`src/rtl/truth_table_engine_pkg.sv`:
```
// Shared types for the truth-table engine: gate-function select, FSM state
// encoding and the reduction-combining helper used by the gate evaluator.
package gate_pkg;

    // Legal range of the gate input count.
    localparam int N_IN_MIN = 2;
    localparam int N_IN_MAX = 6;

    // Gate-function select. The encoding is fixed and visible on the op port.
    typedef enum logic [2:0] {
        OP_AND    = 3'd0,
        OP_NAND   = 3'd1,
        OP_OR     = 3'd2,
        OP_NOR    = 3'd3,
        OP_XOR    = 3'd4,
        OP_XNOR   = 3'd5,
        OP_CONST0 = 3'd6,
        OP_CONST1 = 3'd7
    } gate_op_e;

    // Sweep controller states.
    typedef enum logic [1:0] {
        ST_IDLE  = 2'd0,
        ST_SWEEP = 2'd1,
        ST_DONE  = 2'd2
    } tte_state_e;

    // Combine the three basic reductions of an input vector into the
    // selected gate result. CONST0 is built as NOT(AND OR NAND) so that it
    // is a genuine function of the same reduction, which always yields 0.
    function automatic logic apply_op(input gate_op_e op,
                                      input logic     and_r,
                                      input logic     or_r,
                                      input logic     xor_r);
        logic res;
        case (op)
            OP_AND:    res = and_r;
            OP_NAND:   res = ~and_r;
            OP_OR:     res = or_r;
            OP_NOR:    res = ~or_r;
            OP_XOR:    res = xor_r;
            OP_XNOR:   res = ~xor_r;
            OP_CONST0: res = ~(and_r | ~and_r);
            OP_CONST1: res = 1'b1;
            default:   res = 1'b0;
        endcase
        return res;
    endfunction

endpackage

```
`src/rtl/truth_table_engine_if.sv`:
```
// Request/status bundle between a sweep requester (master) and the engine
// (slave). Suffixes are from the engine's point of view.
//
// Handshake: start_i is a level request. It is accepted on any rising edge
// where the engine is not sweeping (busy_o low); op_i is sampled only on that
// edge. While busy_o is high start_i and op_i are ignored. done_o is a single
// cycle pulse after the last row is written; table_o and ones_o are then
// stable until the next accepted start.
interface truth_table_engine_if #(
    parameter int N_IN = 2
);
    import gate_pkg::*;

    localparam int ROWS = 2 ** N_IN;

    logic              start_i;
    logic [2:0]        op_i;
    logic              busy_o;
    logic              done_o;
    logic [N_IN-1:0]   vec_o;
    logic              bit_out_o;
    logic [ROWS-1:0]   table_o;
    logic [N_IN:0]     ones_o;
    tte_state_e        state_o;

    // Requester side: drives the request, observes status and results.
    modport master (
        output start_i,
        output op_i,
        input  busy_o,
        input  done_o,
        input  vec_o,
        input  bit_out_o,
        input  table_o,
        input  ones_o,
        input  state_o
    );

    // Engine side.
    modport slave (
        input  start_i,
        input  op_i,
        output busy_o,
        output done_o,
        output vec_o,
        output bit_out_o,
        output table_o,
        output ones_o,
        output state_o
    );

endinterface

```
`src/rtl/truth_table_engine_gate_eval.sv`:
```
// Purely combinational N_IN-input gate: reduces the whole input vector with
// the selected function.
module gate_eval
    import gate_pkg::*;
#(
    parameter int N_IN = 2
) (
    input  gate_op_e        op_i,
    input  logic [N_IN-1:0] vec_i,
    output logic            bit_o
);

    logic and_r;
    logic or_r;
    logic xor_r;

    // Basic reductions across every input bit.
    always_comb begin
        and_r = &vec_i;
        or_r  = |vec_i;
        xor_r = ^vec_i;
    end

    // Select the requested gate function from the reductions.
    always_comb begin
        bit_o = apply_op(op_i, and_r, or_r, xor_r);
    end

endmodule

```
`src/rtl/truth_table_engine.sv`:
```
// Truth-table engine: on request, walks every input vector of an N_IN-input
// gate, one per cycle, and records the gate result per row plus a count of
// ones. Holds the finished table until the next request.
module truth_table_engine
    import gate_pkg::*;
#(
    parameter int N_IN = 2
) (
    input  logic                  clk,
    input  logic                  reset,
    truth_table_engine_if.slave   bus
);

    localparam int              ROWS     = 2 ** N_IN;
    localparam logic [N_IN-1:0] LAST_VEC = '1;
    localparam logic [N_IN-1:0] VEC_ONE  = {{(N_IN-1){1'b0}}, 1'b1};

    tte_state_e      state_q, state_d;
    gate_op_e        op_q, op_d;
    logic [N_IN-1:0] vec_q, vec_d;
    logic [ROWS-1:0] table_q, table_d;
    logic [N_IN:0]   ones_q, ones_d;

    logic            accept;
    logic            last_row;
    logic            bit_out;
    logic            busy;
    logic            done;

    // A request is taken whenever no sweep is running, including the done
    // cycle, so back-to-back sweeps lose no cycle.
    assign accept   = bus.start_i && (state_q != ST_SWEEP);
    assign last_row = (vec_q == LAST_VEC);

    gate_eval #(
        .N_IN (N_IN)
    ) u_gate_eval (
        .op_i  (op_q),
        .vec_i (vec_q),
        .bit_o (bit_out)
    );

    // FSM state register.
    always_ff @(posedge clk or posedge reset) begin
        if (reset) begin
            state_q <= ST_IDLE;
        end else begin
            state_q <= state_d;
        end
    end

    // FSM next-state logic.
    always_comb begin
        state_d = state_q;
        case (state_q)
            ST_IDLE: begin
                if (accept) begin
                    state_d = ST_SWEEP;
                end
            end
            ST_SWEEP: begin
                if (last_row) begin
                    state_d = ST_DONE;
                end
            end
            ST_DONE: begin
                state_d = accept ? ST_SWEEP : ST_IDLE;
            end
            default: begin
                state_d = ST_IDLE;
            end
        endcase
    end

    // FSM outputs, decoded directly from the state.
    always_comb begin
        busy = (state_q == ST_SWEEP);
        done = (state_q == ST_DONE);
    end

    // Datapath next-state: latch op and clear results on accept, otherwise
    // record one row per sweep cycle. vec stops on the last row.
    always_comb begin
        op_d    = op_q;
        vec_d   = vec_q;
        table_d = table_q;
        ones_d  = ones_q;
        if (accept) begin
            op_d    = gate_op_e'(bus.op_i);
            vec_d   = '0;
            table_d = '0;
            ones_d  = '0;
        end else if (state_q == ST_SWEEP) begin
            table_d[vec_q] = bit_out;
            // At most ROWS ones are added, which N_IN+1 bits always hold.
            ones_d = ones_q + {{N_IN{1'b0}}, bit_out};
            if (!last_row) begin
                vec_d = vec_q + VEC_ONE;
            end
        end
    end

    // Datapath registers; reset parks op on CONST0 so bit_out reads 0.
    always_ff @(posedge clk or posedge reset) begin
        if (reset) begin
            op_q    <= OP_CONST0;
            vec_q   <= '0;
            table_q <= '0;
            ones_q  <= '0;
        end else begin
            op_q    <= op_d;
            vec_q   <= vec_d;
            table_q <= table_d;
            ones_q  <= ones_d;
        end
    end

    // Drive the status bundle.
    always_comb begin
        bus.busy_o    = busy;
        bus.done_o    = done;
        bus.vec_o     = vec_q;
        bus.bit_out_o = bit_out;
        bus.table_o   = table_q;
        bus.ones_o    = ones_q;
        bus.state_o   = state_q;
    end

endmodule

```
`src/flat_wrapper.sv`:
```
// flat-port wrapper written by rule: the top's interface ports become plain ports
module truth_table_engine_flat import gate_pkg::*;
#(
    parameter int N_IN = 2
)
  (clk, reset, bus_start_i, bus_op_i, bus_busy_o, bus_done_o, bus_vec_o, bus_bit_out_o, bus_table_o, bus_ones_o, bus_state_o);
  truth_table_engine_if #(.N_IN(N_IN)) bus_i ();
  input  logic clk;
  input  logic reset;
  input wire logic [$bits(bus_i.start_i)-1:0] bus_start_i;
  input wire logic [$bits(bus_i.op_i)-1:0] bus_op_i;
  output wire logic [$bits(bus_i.busy_o)-1:0] bus_busy_o;
  output wire logic [$bits(bus_i.done_o)-1:0] bus_done_o;
  output wire logic [$bits(bus_i.vec_o)-1:0] bus_vec_o;
  output wire logic [$bits(bus_i.bit_out_o)-1:0] bus_bit_out_o;
  output wire logic [$bits(bus_i.table_o)-1:0] bus_table_o;
  output wire logic [$bits(bus_i.ones_o)-1:0] bus_ones_o;
  output wire logic [$bits(bus_i.state_o)-1:0] bus_state_o;
  assign bus_i.start_i = bus_start_i;
  assign bus_i.op_i = bus_op_i;
  assign bus_busy_o = bus_i.busy_o;
  assign bus_done_o = bus_i.done_o;
  assign bus_vec_o = bus_i.vec_o;
  assign bus_bit_out_o = bus_i.bit_out_o;
  assign bus_table_o = bus_i.table_o;
  assign bus_ones_o = bus_i.ones_o;
  assign bus_state_o = bus_i.state_o;
  truth_table_engine #(.N_IN(N_IN)) u_core (.clk(clk), .reset(reset), .bus(bus_i));
endmodule
```
`config.mk`:
```
export PLATFORM = sky130hd
export DESIGN_NAME = truth_table_engine_flat
export DESIGN_NICKNAME = d
export VERILOG_FILES = /design/src/rtl/truth_table_engine_pkg.sv /design/src/rtl/truth_table_engine_if.sv /design/src/rtl/truth_table_engine_gate_eval.sv /design/src/rtl/truth_table_engine.sv /design/src/flat_wrapper.sv
export SDC_FILE = /design/constraint.sdc
export NUM_CORES = 1
export LEC_CHECK = 0
export CORE_MARGIN = 2
export CORE_UTILIZATION = 35
export CTS_CLUSTER_SIZE = 25
export DETAILED_ROUTE_END_ITERATION = 8
export PLACE_DENSITY = 0.65
export REMOVE_ABC_BUFFERS = 1
export SYNTH_ARGS = -nofsm -noshare
export SYNTH_HDL_FRONTEND = slang
export SYNTH_SLANG_ARGS = --single-unit
```
`constraint.sdc`:
```
create_clock -name clk -period 3.3 [get_ports clk]
set_input_delay 0.99 -clock clk [delete_from_list [all_inputs] [get_ports clk]]
set_output_delay 0.99 -clock clk [all_outputs]
set_load 0.01 [all_outputs]
```
# Word-level counts from Yosys, hierarchy flattened
# Cells that the tools add are included.
# classes
n_bitwise	3
n_lt_le_gt_ge	2
add_sub_neg	2
eq_ne	14
n_mux	15
reduce_logical	10
# ops
op	n
$eq 3x3->1 const B	4
$mux 2	5
$mux 4	2
$ne 2x1->1 const B	4
$pmux 1 s8	1
$eq 3x2->1 const B	2
$mux 3	2
$pmux 2 s3	1
$reduce_and 2->1	3
$bwmux 4	1
$eq 2x2->1 const B	2
$add 3x1->3	1
$eq 3x1->1 const B	1
$logic_not 3->1	1
$lt 2x3->1 const B	1
$not 1->1	3
$add 2x1->2 const B	1
$demux 1 s2	1
$eq 2x1->1 const B	1
$ge 2x1->1 const B	1
$logic_and 1x1->1	2
$logic_not 2->1	1
$mux 1	2
$reduce_bool 2->1	1
2 further kinds	2
# word_totals
word_cells	51
regBits	14
out_inout_bits	14
inputBits	6

# Longest topological paths before layout
# logic_depth
depth_word	7
mapped_depth	11
ltp_nobuf	11

# Modules after synthesis
# A second synthesis with hierarchy kept.
# unflattened
hier_cells	75
area_unflattened_um2	808.3
# modules_own_cells
module	cells_each	seq_area_each_um2	n_inst	area_each_um2
truth_table_engine	61	352.8	1	701.9
gate_eval	14	0.0	1	106.4

# Least setup slack after synthesis
# Ideal clock, no wire load.
# synth_timing
path_kind	reg-to-output
start	register u_core.vec_q[0] (netlist: u_core.bus.vec_o[0])
end	output bus_bit_out_o
required_time_ps	2310
stages_incl_launch_ff	7
path_buffers	0
path_slack_ps	890
t_arrival_ps	1420
path_cell_list	dfrtp_1 -> inv_1 -> ha_1 -> mux2i_1 -> o22ai_2 -> xnor2_2 -> inv_1
# synth_via
elab_chain_cells	3
word_cells_on_any_way	7
classes_between	mux (1); bitwise (3); reduce/logical (3)
# synth_lines
item	line_no	text
from (decl)	truth_table_engine.sv:20	logic [N_IN-1:0] vec_q, vec_d;
from (signal assigned)	truth_table_engine.sv:112	vec_q <= vec_d;
$reduce_xor 2->1 (tied with other cells)	truth_table_engine_gate_eval.sv:21	xor_r = ^vec_i;
$not 1->1 (on tied branches)	n/a	
$pmux 1 s8 *	truth_table_engine_pkg.sv:36	case (op)
to (decl)	flat_wrapper.sv:15	output wire logic [$bits(bus_i.bit_out_o)-1:0] bus_bit_out_o;
# Every way passes the cells marked *; elsewhere a longest branch is shown, timed or not.

# Worst setup path in the final report
# layout_timing
start	register u_core.vec_q[1] (netlist: u_core.bus.vec_o[1])
end	output bus_bit_out_o
# The elaborated chain is that of the path after synthesis.

==> metrics <==
CTS Sinks=14; startpoint types=flip-flop; DR DRC count=0; number of global-route vias before repair=between 500 and 600; drt total wl=1600 um; largest net degree at the start of global routing=15; DP HPWL=approximately 1100 um; CTS Root Cell=clkbuf_4; FF-to-FF setup slack=around 1100 ps; commonest non-fill, non-tap cells in the layout=clkdlybuf4s50_1, o21ai_1, dfrtp_1; Worst-Skew Late Latency=approximately 290 ps; Clock transition at path regs=~100 ps; Mapped Area=approximately 700 um^2; max-capacitance violation count=0; initial core utilization=between 30% and 40%; VDD IR max=0.503 mV; FF-to-FF path depth=10; CP top delay family=flip-flops; drt first pass iters=4; syn_area_per_cell=slightly above 10 um^2; Setup Crit Path Kind=reg -> out; Pins Over Slew Limit=0; max incr delay on CP=around 420 ps; fin util=a little over half; Die H=49.2 um; clk buf depth=2; power per cell area=between 1000 and 1500 nW/um^2; Fin. Hold Viols=0; commonest non-fill, non-tap cell in the layout=clkdlybuf4s50_1; endpoint of the most critical register-to-register path=u_core.bus.ones_o[1]; via count=roughly 620; FF+latch area=roughly 350 um^2; Layout area overhead=41.7%; I/O pin count=20; fill cell count=around 180; fmax=~340 MHz; GR Util All Layers=between 10 and 15%; drt wl/cell=12.9 um; hold wc startpoint=u_core.bus.ones_o[2]; layout cells sized above 1=a little under a fifth; crit path time final=about 2900 ps; GRT overflow=0; RSZ-0062 raised after global routing=no; CTS tree=done; CP Data Arrival Time=1940 ps; Setup TNS=0 ps; ant diodes=0; H-tree depth=1; crit end category=primary output; Multi-input gate area=between 300 and 400 um^2; Seq cells post-synth=14; Syn Inst Count=70; Worst Path Required=~2300 ps; sequential fraction of the synthesis area=between 40 and 50%; # rows=16; WP buf/inv=3; Final ANT Viol Nets=0; Slew @ Worst Pin=between 500 and 600 ps; Pleak=between 0.4 and 0.5 nW; Critical Path Stages=7; Port Buffers=19; gpl congestion=between 0.7 and 0.8; skew final=slightly below 8 ps; initial antenna violation count=0; CTS Hold Bufs=0; hold depth=1; Die W=about 49 um; die area=approximately 2400 um^2; Rel. slew slack=~64%; drt initial violations=15; Tcrit/Tclk final=88.9%; NumNets Final=110; most used cell, CP=inv_1; Hold Crit Class=reg -> reg; end of the worst hold path=u_core.bus.ones_o[2]; first-pass GRT wire length=2730 um; Distinct cells, synth=21; CTS Buf Count=3; vias per cell=between 4 and 5; Final setup viols=0; outcome=completed; Worst Path Max Fanout=5; critical-path cell list=inv_1 > ha_1 > mux2i_2 > o22ai_2 > xnor2_2 > inv_1 > dlymetal6s2s_1; Worst R2R Start=u_core.bus.vec_o[1]; CP max-delay cell=dfrtp_1; Syn. warnings=0; core area=between 1500 and 2000 um^2
-- routing by layer --
| metal | global-route usage, % | vias up | part of all wire [%] |
|---|---|---|---|
| li1 | - | 286 | - |
| met1 | 18.7 | 310 | 42 |
| met2 | 24.1 | 14 | 52 |
| met3 | 3.68 | 5 | 3.7 |
| met4 | 5.71 | 0 | 2.1 |
| met5 | 0 | - | 0 |
-- area by class of cell --
class	instances	share of cell area, %
inverter	8	2.97
multi-input combinational	47	32.4
clock buffer	4	3.58
sequential	14	35.0
timing repair buffer	24	22.7
tap	27	3.34
-- timing repair --
item                                    CTS  global route
buffers inserted                          0             5
resized for setup                         1             2
pin swaps                                 0             1
endpoints found under the setup margin    1             1
gates cloned                              0             0
-- registers in the layout, indices dropped and copies added (netlist names) --
name	cells
u_core.bus.vec_o	2
u_core.bus.state_o	2
u_core.bus.table_o	4
u_core.bus.ones_o	3
u_core.op_q	3
-- worst reg2reg max path, cell delays in order (launching register included) --
cell     delay [ps]
dfrtp_1         420
inv_1           100
ha_1            310
mux2i_2         220
o22ai_2         120
xnor2_2         230
inv_1            80
ha_1            190
ha_1            270
nand2_1          60
o21ai_1          50
-- cell families (layout without fill, tap and decap cells) --
logic type,Yosys count,count (layout),share of synthesized area [%]
multiplexers,4,4,6.13
AO/OA/AOI/OAI,15,15,12.4
AND/OR/NAND/NOR,20,20,12.8
buffers and inverters,9,36,5.25
adder cells (fa/ha/maj),6,6,10.5
XOR/XNOR,2,2,3.50
flip-flops,14,14,49.4
-- worst max path at each step --
stage | startpoint | endpoint | slack [ps]
5_1_grt | u_core.bus.vec_o[0] | bus_bit_out_o | 260
4_1_cts | u_core.bus.vec_o[1] | bus_bit_out_o | 40
2_1_floorplan | u_core.bus.vec_o[0] | bus_bit_out_o | 890
6_report | u_core.bus.vec_o[1] | bus_bit_out_o | 370
3_5_place_dp | u_core.bus.vec_o[0] | bus_bit_out_o | 310
3_3_place_gp | u_core.bus.vec_o[0] | bus_bit_out_o | 430
-- synth_stat cells --
cell / count / area (um^2)
xnor2_2: 1 / 16.3
ha_1: 6 / 75.1
nand3_1: 3 / 15.0
nor2_1: 3 / 11.3
dfstp_2: 2 / 52.6
dfrtp_1: 12 / 300
o22ai_2: 1 / 12.5
o22ai_1: 1 / 6.26
o31ai_1: 2 / 15.0
mux2_1: 3 / 33.8
nor2b_1: 1 / 6.26
buf_4: 1 / 7.51
nor2_2: 1 / 6.26
nand2_1: 10 / 37.5
o21ai_1: 11 / 55.1
nand2b_2: 1 / 8.76
nand2b_1: 1 / 6.26
mux2i_1: 1 / 10.0
inv_2: 1 / 3.75
xnor2_1: 1 / 8.76
inv_1: 7 / 26.3
-- where the power goes --
group          switching [mW]  internal, mW  total [mW]  leakage (nW)
logic                   0.297         0.327       0.624         0.276
registers              0.0669         0.255       0.322         0.174
clock network          0.0637        0.0673       0.131        0.0210
-- stage by stage --
stage	hold WS (ps)	power, mW	instances	worst slack, ps	instance area, um^2
finish	473	1.08	124	367	1010
global route	493	1.17	124	265	1010
CTS	475	1.01	119	35.4	968
floorplan	503	0.646	69	890	707
global placement	455	0.862	115	427	931
detailed placement	461	0.875	115	313	931
Power figures use the tool's default switching activity.
